**config.mk**
```make
export PLATFORM = sky130hd
export DESIGN_NAME = controle_multiciclo
export DESIGN_NICKNAME = d
export VERILOG_FILES = /design/src/rtl/mips_pkg.sv /design/src/rtl/ula_controle.sv /design/src/rtl/controle_multiciclo.sv
export SDC_FILE = /design/constraint.sdc
export NUM_CORES = 1
export LEC_CHECK = 0
export ABC_AREA = 1
export CORE_MARGIN = 2
export CORE_UTILIZATION = 38
export CTS_BUF_LIST = sky130_fd_sc_hd__clkbuf_16
export CTS_CLUSTER_DIAMETER = 200
export DETAILED_ROUTE_END_ITERATION = 16
export PLACE_DENSITY = 0.78
export REMOVE_ABC_BUFFERS = 1
export SLEW_MARGIN = 20
export SYNTH_ARGS = -nofsm -noshare
export SYNTH_HDL_FRONTEND = slang
export SYNTH_SLANG_ARGS = --single-unit
```
**constraint.sdc**
```tcl
create_clock -name clock -period 1.43 [get_ports clock]
set_input_delay 0.286 -clock clock [delete_from_list [all_inputs] [get_ports clock]]
set_output_delay 0.286 -clock clock [all_outputs]
set_load 0.02 [all_outputs]
```
**src/rtl/mips_pkg.sv**
```systemverilog
// Shared constants for the multicycle MIPS control path: opcodes, functs,
// ULA operation codes, datapath select encodings and FSM state encodings.
package mips_pkg;

  localparam logic [5:0] OP_RTYPE = 6'h00;
  localparam logic [5:0] OP_J     = 6'h02;
  localparam logic [5:0] OP_BEQ   = 6'h04;
  localparam logic [5:0] OP_BNE   = 6'h05;
  localparam logic [5:0] OP_ADDI  = 6'h08;
  localparam logic [5:0] OP_LW    = 6'h23;
  localparam logic [5:0] OP_SW    = 6'h2B;

  localparam logic [5:0] FN_ADD = 6'h20;
  localparam logic [5:0] FN_SUB = 6'h22;
  localparam logic [5:0] FN_AND = 6'h24;
  localparam logic [5:0] FN_OR  = 6'h25;
  localparam logic [5:0] FN_SLT = 6'h2A;

  localparam logic [2:0] ALU_AND = 3'b000;
  localparam logic [2:0] ALU_OR  = 3'b001;
  localparam logic [2:0] ALU_ADD = 3'b010;
  localparam logic [2:0] ALU_SUB = 3'b110;
  localparam logic [2:0] ALU_SLT = 3'b111;

  localparam logic [1:0] SRCB_REGB    = 2'b00;
  localparam logic [1:0] SRCB_QUATRO  = 2'b01;
  localparam logic [1:0] SRCB_IMM     = 2'b10;
  localparam logic [1:0] SRCB_IMM_SL2 = 2'b11;

  localparam logic [1:0] PC_ULA    = 2'b00;
  localparam logic [1:0] PC_ALUOUT = 2'b01;
  localparam logic [1:0] PC_JUMP   = 2'b10;

  typedef enum logic [3:0] {
    INICIO    = 4'd0,
    FETCH     = 4'd1,
    DECODE    = 4'd2,
    EXEC_R    = 4'd3,
    R_WB      = 4'd4,
    MEMADDR   = 4'd5,
    MEMREAD   = 4'd6,
    MEM_WB    = 4'd7,
    MEMWRITE  = 4'd8,
    BRANCH    = 4'd9,
    ADDI_EXEC = 4'd10,
    ADDI_WB   = 4'd11,
    JUMP      = 4'd12,
    ILEGAL    = 4'd13
  } estado_t;

endpackage

```
**src/rtl/ula_controle.sv**
```systemverilog
// Combinational R-type funct decode: ULA operation plus an unsupported-funct flag.
module ula_controle
  import mips_pkg::*;
(
  input  logic [5:0] funct,
  output logic [2:0] aluOpCode,
  output logic       functIlegal
);

  always_comb begin
    aluOpCode   = ALU_ADD;
    functIlegal = 1'b0;
    case (funct)
      FN_ADD:  aluOpCode = ALU_ADD;
      FN_SUB:  aluOpCode = ALU_SUB;
      FN_AND:  aluOpCode = ALU_AND;
      FN_OR:   aluOpCode = ALU_OR;
      FN_SLT:  aluOpCode = ALU_SLT;
      default: functIlegal = 1'b1;
    endcase
  end

endmodule

```
**src/rtl/controle_multiciclo.sv**
```systemverilog
// Multicycle MIPS control FSM. Outputs are decoded from the state register so
// an asynchronous reset drops every strobe immediately.
module controle_multiciclo
  import mips_pkg::*;
#(
  parameter int LARGURA_ESTADO = 4
) (
  input  logic                      clock,
  input  logic                      reset,
  input  logic [5:0]                opcode,
  input  logic [5:0]                funct,
  input  logic                      isZero,
  input  logic                      memReady,
  output logic [2:0]                aluOpCode,
  output logic                      aluSrcA,
  output logic [1:0]                aluSrcB,
  output logic [1:0]                pcSource,
  output logic                      pcEn,
  output logic                      iorD,
  output logic                      memRead,
  output logic                      memWrite,
  output logic                      irWrite,
  output logic                      regDst,
  output logic                      memToReg,
  output logic                      regWrite,
  output logic                      illegal,
  output logic [LARGURA_ESTADO-1:0] estado
);

  estado_t    est;
  logic [2:0] functOp;
  logic       functIlegal;

  ula_controle u_ula_controle (
    .funct       (funct),
    .aluOpCode   (functOp),
    .functIlegal (functIlegal)
  );

  always_ff @(posedge clock or posedge reset) begin
    if (reset) begin
      est <= INICIO;
    end else begin
      case (est)
        INICIO:    est <= FETCH;
        FETCH:     if (memReady) est <= DECODE;
        DECODE: begin
          case (opcode)
            OP_RTYPE:       est <= functIlegal ? ILEGAL : EXEC_R;
            OP_LW, OP_SW:   est <= MEMADDR;
            OP_BEQ, OP_BNE: est <= BRANCH;
            OP_ADDI:        est <= ADDI_EXEC;
            OP_J:           est <= JUMP;
            default:        est <= ILEGAL;
          endcase
        end
        EXEC_R:    est <= R_WB;
        MEMADDR:   est <= (opcode == OP_LW) ? MEMREAD : MEMWRITE;
        MEMREAD:   if (memReady) est <= MEM_WB;
        MEMWRITE:  if (memReady) est <= FETCH;
        ADDI_EXEC: est <= ADDI_WB;
        R_WB, MEM_WB, BRANCH, ADDI_WB, JUMP, ILEGAL: est <= FETCH;
        default:   est <= INICIO;
      endcase
    end
  end

  always_comb begin
    aluOpCode = ALU_ADD;
    aluSrcA   = 1'b0;
    aluSrcB   = SRCB_REGB;
    pcSource  = PC_ULA;
    pcEn      = 1'b0;
    iorD      = 1'b0;
    memRead   = 1'b0;
    memWrite  = 1'b0;
    irWrite   = 1'b0;
    regDst    = 1'b0;
    memToReg  = 1'b0;
    regWrite  = 1'b0;
    illegal   = 1'b0;
    case (est)
      FETCH: begin
        memRead = 1'b1;
        aluSrcB = SRCB_QUATRO;
        irWrite = memReady;
        pcEn    = memReady;
      end
      // Precompute the branch target into ALUOut while the opcode is decoded.
      DECODE:    aluSrcB = SRCB_IMM_SL2;
      EXEC_R: begin
        aluSrcA   = 1'b1;
        aluOpCode = functOp;
      end
      R_WB: begin
        regDst   = 1'b1;
        regWrite = 1'b1;
      end
      MEMADDR, ADDI_EXEC: begin
        aluSrcA = 1'b1;
        aluSrcB = SRCB_IMM;
      end
      MEMREAD: begin
        iorD    = 1'b1;
        memRead = 1'b1;
      end
      MEM_WB: begin
        memToReg = 1'b1;
        regWrite = 1'b1;
      end
      MEMWRITE: begin
        iorD     = 1'b1;
        memWrite = 1'b1;
      end
      BRANCH: begin
        aluSrcA   = 1'b1;
        aluOpCode = ALU_SUB;
        pcSource  = PC_ALUOUT;
        pcEn      = (opcode == OP_BNE) ? !isZero : isZero;
      end
      ADDI_WB:   regWrite = 1'b1;
      JUMP: begin
        pcSource = PC_JUMP;
        pcEn     = 1'b1;
      end
      ILEGAL:    illegal = 1'b1;
      default:   ;
    endcase
  end

  assign estado = LARGURA_ESTADO'(est);

endmodule

```
==> reports/metrics.csv, run 1 <==
metric;value;unit
status;stopped before the end;
haltStage;5_1_grt;
firstError;[ERROR DPL-0038] Utilization greater than 100%, impossible to legalize;
worst_path_end_type;top-level output;
cts-root-buf;clkbuf_16;
ios;37;
grt_max_degree;7;
clkSinkCount;4;
async_flop_share;100;%
die_w;46.6;µm
grt-worst-endpoint;iorD;
fp-row-count;15;
postCtsHoldBufs;0;
netlist.area_leader.share;14.5;%
synth.avg_cell_area;5.47;µm²
place_hpwl;2190;µm
h-tree-depth;1;
gp_congestion;0.872;
synthFlopType;dfrtp_1;
synth_top_area_cell;dfrtp_1;
start_util;40.4;%
synth_cell_type_count;22;
synthTopCellsByArea;dfrtp_1 (15%), nand2_1 (14%), nor2_1 (13%);
ctsLongestPathBuffers;2;
synthCells;126;
die_y;46.6;µm
syn_area;689;µm²
numCtsBuffers;3;
pre_cts_ws;-855;ps
yosysSeqAreaShare;14.5;%
io_buffer_count;36;
synth-seq-cells;4;
synth_warnings;0;
synth_edf_count;0;
## per-stage QoR
step | cells | setup TNS (ps) | cell area (µm²)
floorplan | 126 | -1090 | 689
detailed placement | 223 | -9370 | 1350
CTS | 234 | -3340 | 1550
global placement | 223 | -9010 | 1350
## kinds of logic after synthesis
family                 count (synthesis)  share of synthesized area, %
AND/OR/NAND/NOR                       83                          58.6
AO/OA/AOI/OAI                         13                          12.3
buffers and inverters                 26                          14.5
flip-flops                             4                          14.5
## cells in the mapped netlist, types with 2 or more instances
master,count
dfrtp_1,4
inv_1,19
inv_2,6
nand2_1,26
nand3_1,14
nand3b_1,2
nand4_1,2
nor2_1,23
nor2_2,6
nor2_4,3
nor3_1,3
nor3_2,2
o21a_1,2
o21ai_0,3
o21ai_1,2
o21ai_2,3
## timing repair
action / 4_1_cts
setup endpoints to repair: 24
buffers inserted: 8
resized for setup: 133
pin swaps: 8
==> run 2, diff against run 1 <==
--- a/config.mk
+++ b/config.mk
@@ -6,12 +6,10 @@
 export NUM_CORES = 1
 export LEC_CHECK = 0
 export ABC_AREA = 1
-export CORE_MARGIN = 2
-export CORE_UTILIZATION = 38
-export CTS_BUF_LIST = sky130_fd_sc_hd__clkbuf_16
-export CTS_CLUSTER_DIAMETER = 200
+export CORE_AREA = 2 2 63 65
 export DETAILED_ROUTE_END_ITERATION = 16
-export PLACE_DENSITY = 0.78
+export DIE_AREA = 0 0 65 67
+export PLACE_DENSITY_LB_ADDON = 0.15
 export REMOVE_ABC_BUFFERS = 1
 export SLEW_MARGIN = 20
 export SYNTH_ARGS = -nofsm -noshare
==> run 2 against run 1 <==
Against the previous run:
- the flow now finishes, with violations (setup timing)
- area after synthesis unchanged
- synthesized cell count unchanged
==> reports/metrics.csv, run 2 <==
metric;value;unit
numCtsBuffers;3;
tightest_slew;242;ps
areaGrowthSynthToFinish;167;%
drcViolationCount;0;
power_density;1470;nW/µm²
grt-busiest-layer;met2;
yosysMostFrequentCell;nand2_1;
cpPeakStageDelay;410;ps
final_cell_mix;buf_4 (53), buf_6 (25), nand2_1 (20), nor2_4 (16), inv_1 (15);
fp-row-count;22;
viasPerCell;4.19;
path_cells;inv_2, buf_6, nor2_4, nand2_1, o21a_1, nand2_1, buf_4;
synth.avg_cell_area;5.47;µm²
clk_pin_slew;30;ps
grt_pass1_wl;4690;µm
async_flop_share;100;%
stdcell_count;275;
syn_area;689;µm²
ir_worst_vdd;424;µV
die-area;4360;µm²
wl;2940;µm
slew_headroom;83.8;%
pre_cts_ws;-863;ps
grt_overflow;0;
critical-path-slowest-cell;dfrtp_2;
ant_nets;0;
die_y;67;µm
postCtsHoldBufs;0;
drt_iter0_markers;29;
placedCellCount;254;
grt_pass1_vias;1162;
path_max_fanout;4;
gp_congestion;0.903;
p_leak;0.946;nW
mostFrequentLayoutCell;buf_4;
status;finished, violations left;
synth_top_area_cell;dfrtp_1;
diodes;0;
arrival;1400;ps
synthFlopType;dfrtp_1;
die_w;65;µm
synthTopCellsByArea;dfrtp_1 (15%), nand2_1 (14%), nor2_1 (13%);
hold_path_class;primary input to async pin;
place_hpwl;2180;µm
io_buffer_count;36;
yosysSeqAreaShare;14.5;%
setup_violations;21;
layout-drive-gt1-share;62.6;%
avgRoutedWirePerCell;10.7;µm
skew;0.838;ps
clkSinkCount;4;
h-tree-depth;1;
hold_violations;0;
grt_max_degree;6;
cp.required;1140;ps
maxCapViolCount;0;
met3_usage;1.52;%
synthCells;126;
max_freq;593;MHz
drtPass1Iterations;4;
crit_path_end_kind;output port;
synth_warnings;0;
antenna_found_initial;0;
start_util;19.1;%
met1_usage;15.3;%
grt_usage;13.7;%
fin_ws;-257;ps
num_vias;1151;
start_kind;flip-flop;
reg2reg_slack;-110;ps
synth_cell_type_count;22;
tritoncts;built;
met2_usage;26.2;%
ios;37;
fin_crit_sh;118;%
largest_reg_flops;4;
finalNetCount;245;
period_needed;1690;ps
rsz0062_at_grt;yes;
fillCellCount;349;
crit_top_cell;nand2_1;
insertion_delay;210;ps
fp.coreArea;3610;µm²
cts-root-buf;clkbuf_8;
synth_edf_count;0;
violations;setup timing;
ctsLongestPathBuffers;2;
crit_type;flip-flop to output port;
drv_slew;0;
netlist.area_leader.share;14.5;%
synth-seq-cells;4;
synth_top_cells_by_count;nand2_1 (26), nor2_1 (23), inv_1 (19), nand3_1 (14);
## run 2: cell counts after synthesis
Identical to the previous run, type by type.
## run 2: cell families after synthesis
group / Yosys count / synth area share [%]
buffers and inverters: 26 / 14.5
DFF: 4 / 14.5
AOI/OAI and AO/OA: 13 / 12.3
and+or+nand+nor: 83 / 58.6
## run 2: final timing paths
check                          start  cells after the start   endpoint
setup reg to reg           estado[2]                     10  estado[1]
hold / removal                 reset                      2  estado[2]
max in group asynchronous      reset                      2  estado[3]
hold reg to reg            estado[3]                      6  estado[0]
setup / recovery           estado[2]                      7    aluSrcA
min in group clock          funct[3]                      7  estado[3]
## run 2: power by group
part,leakage (nW),switching (mW),total [mW],internal (mW)
Sequential,0.0465,0.0647,0.231,0.166
Combinational,0.877,1.13,2.24,1.11
Clock,0.0216,0.0513,0.230,0.179
## run 2: layout make-up
type | instances | area (µm²) | area share (%)
Tap cell | 48 | 60.1 | 3.26
Sequential cell | 4 | 104 | 5.64
Inverter | 26 | 105 | 5.71
Clock buffer | 3 | 41.3 | 2.24
Timing Repair Buffer | 98 | 862 | 46.8
Multi-Input combinational cell | 96 | 668 | 36.3
## run 2: repair_timing
action	4_1_cts	5_1_grt
setup buffers	14	8
endpoints found under the hold margin	0	0
gates resized for setup	159	32
pin swaps	27	17
endpoints found under the setup margin	24	23
## run 2: through the flow
stage	power, mW	hold slack (ps)	area [µm²]	utilization, %	setup TNS [ps]
after floorplan	1.01	52.1	689	-	-1090
after global placement	1.93	472	1440	39.9	-9870
after detailed placement	1.92	474	1440	39.9	-10020
after CTS	2.46	248	1720	47.6	-3100
after global routing	2.88	303	1840	51.0	-4340
final	2.71	249	1840	51.0	-3310
## run 2: critical path: cells and delay by family (launching register included)
family | cells | cell delay (ps)
flops | 1 | 410
buf+inv | 3 | 330
simple gates | 3 | 300
compound gates | 1 | 140
## run 2: routing by layer
layer  wire [µm]  share of wire, %
met1        1220                41
met2        1580                54
met5           0                 0
met4          54               1.8
met3          89               3.0
Power figures use the tool's default switching activity.
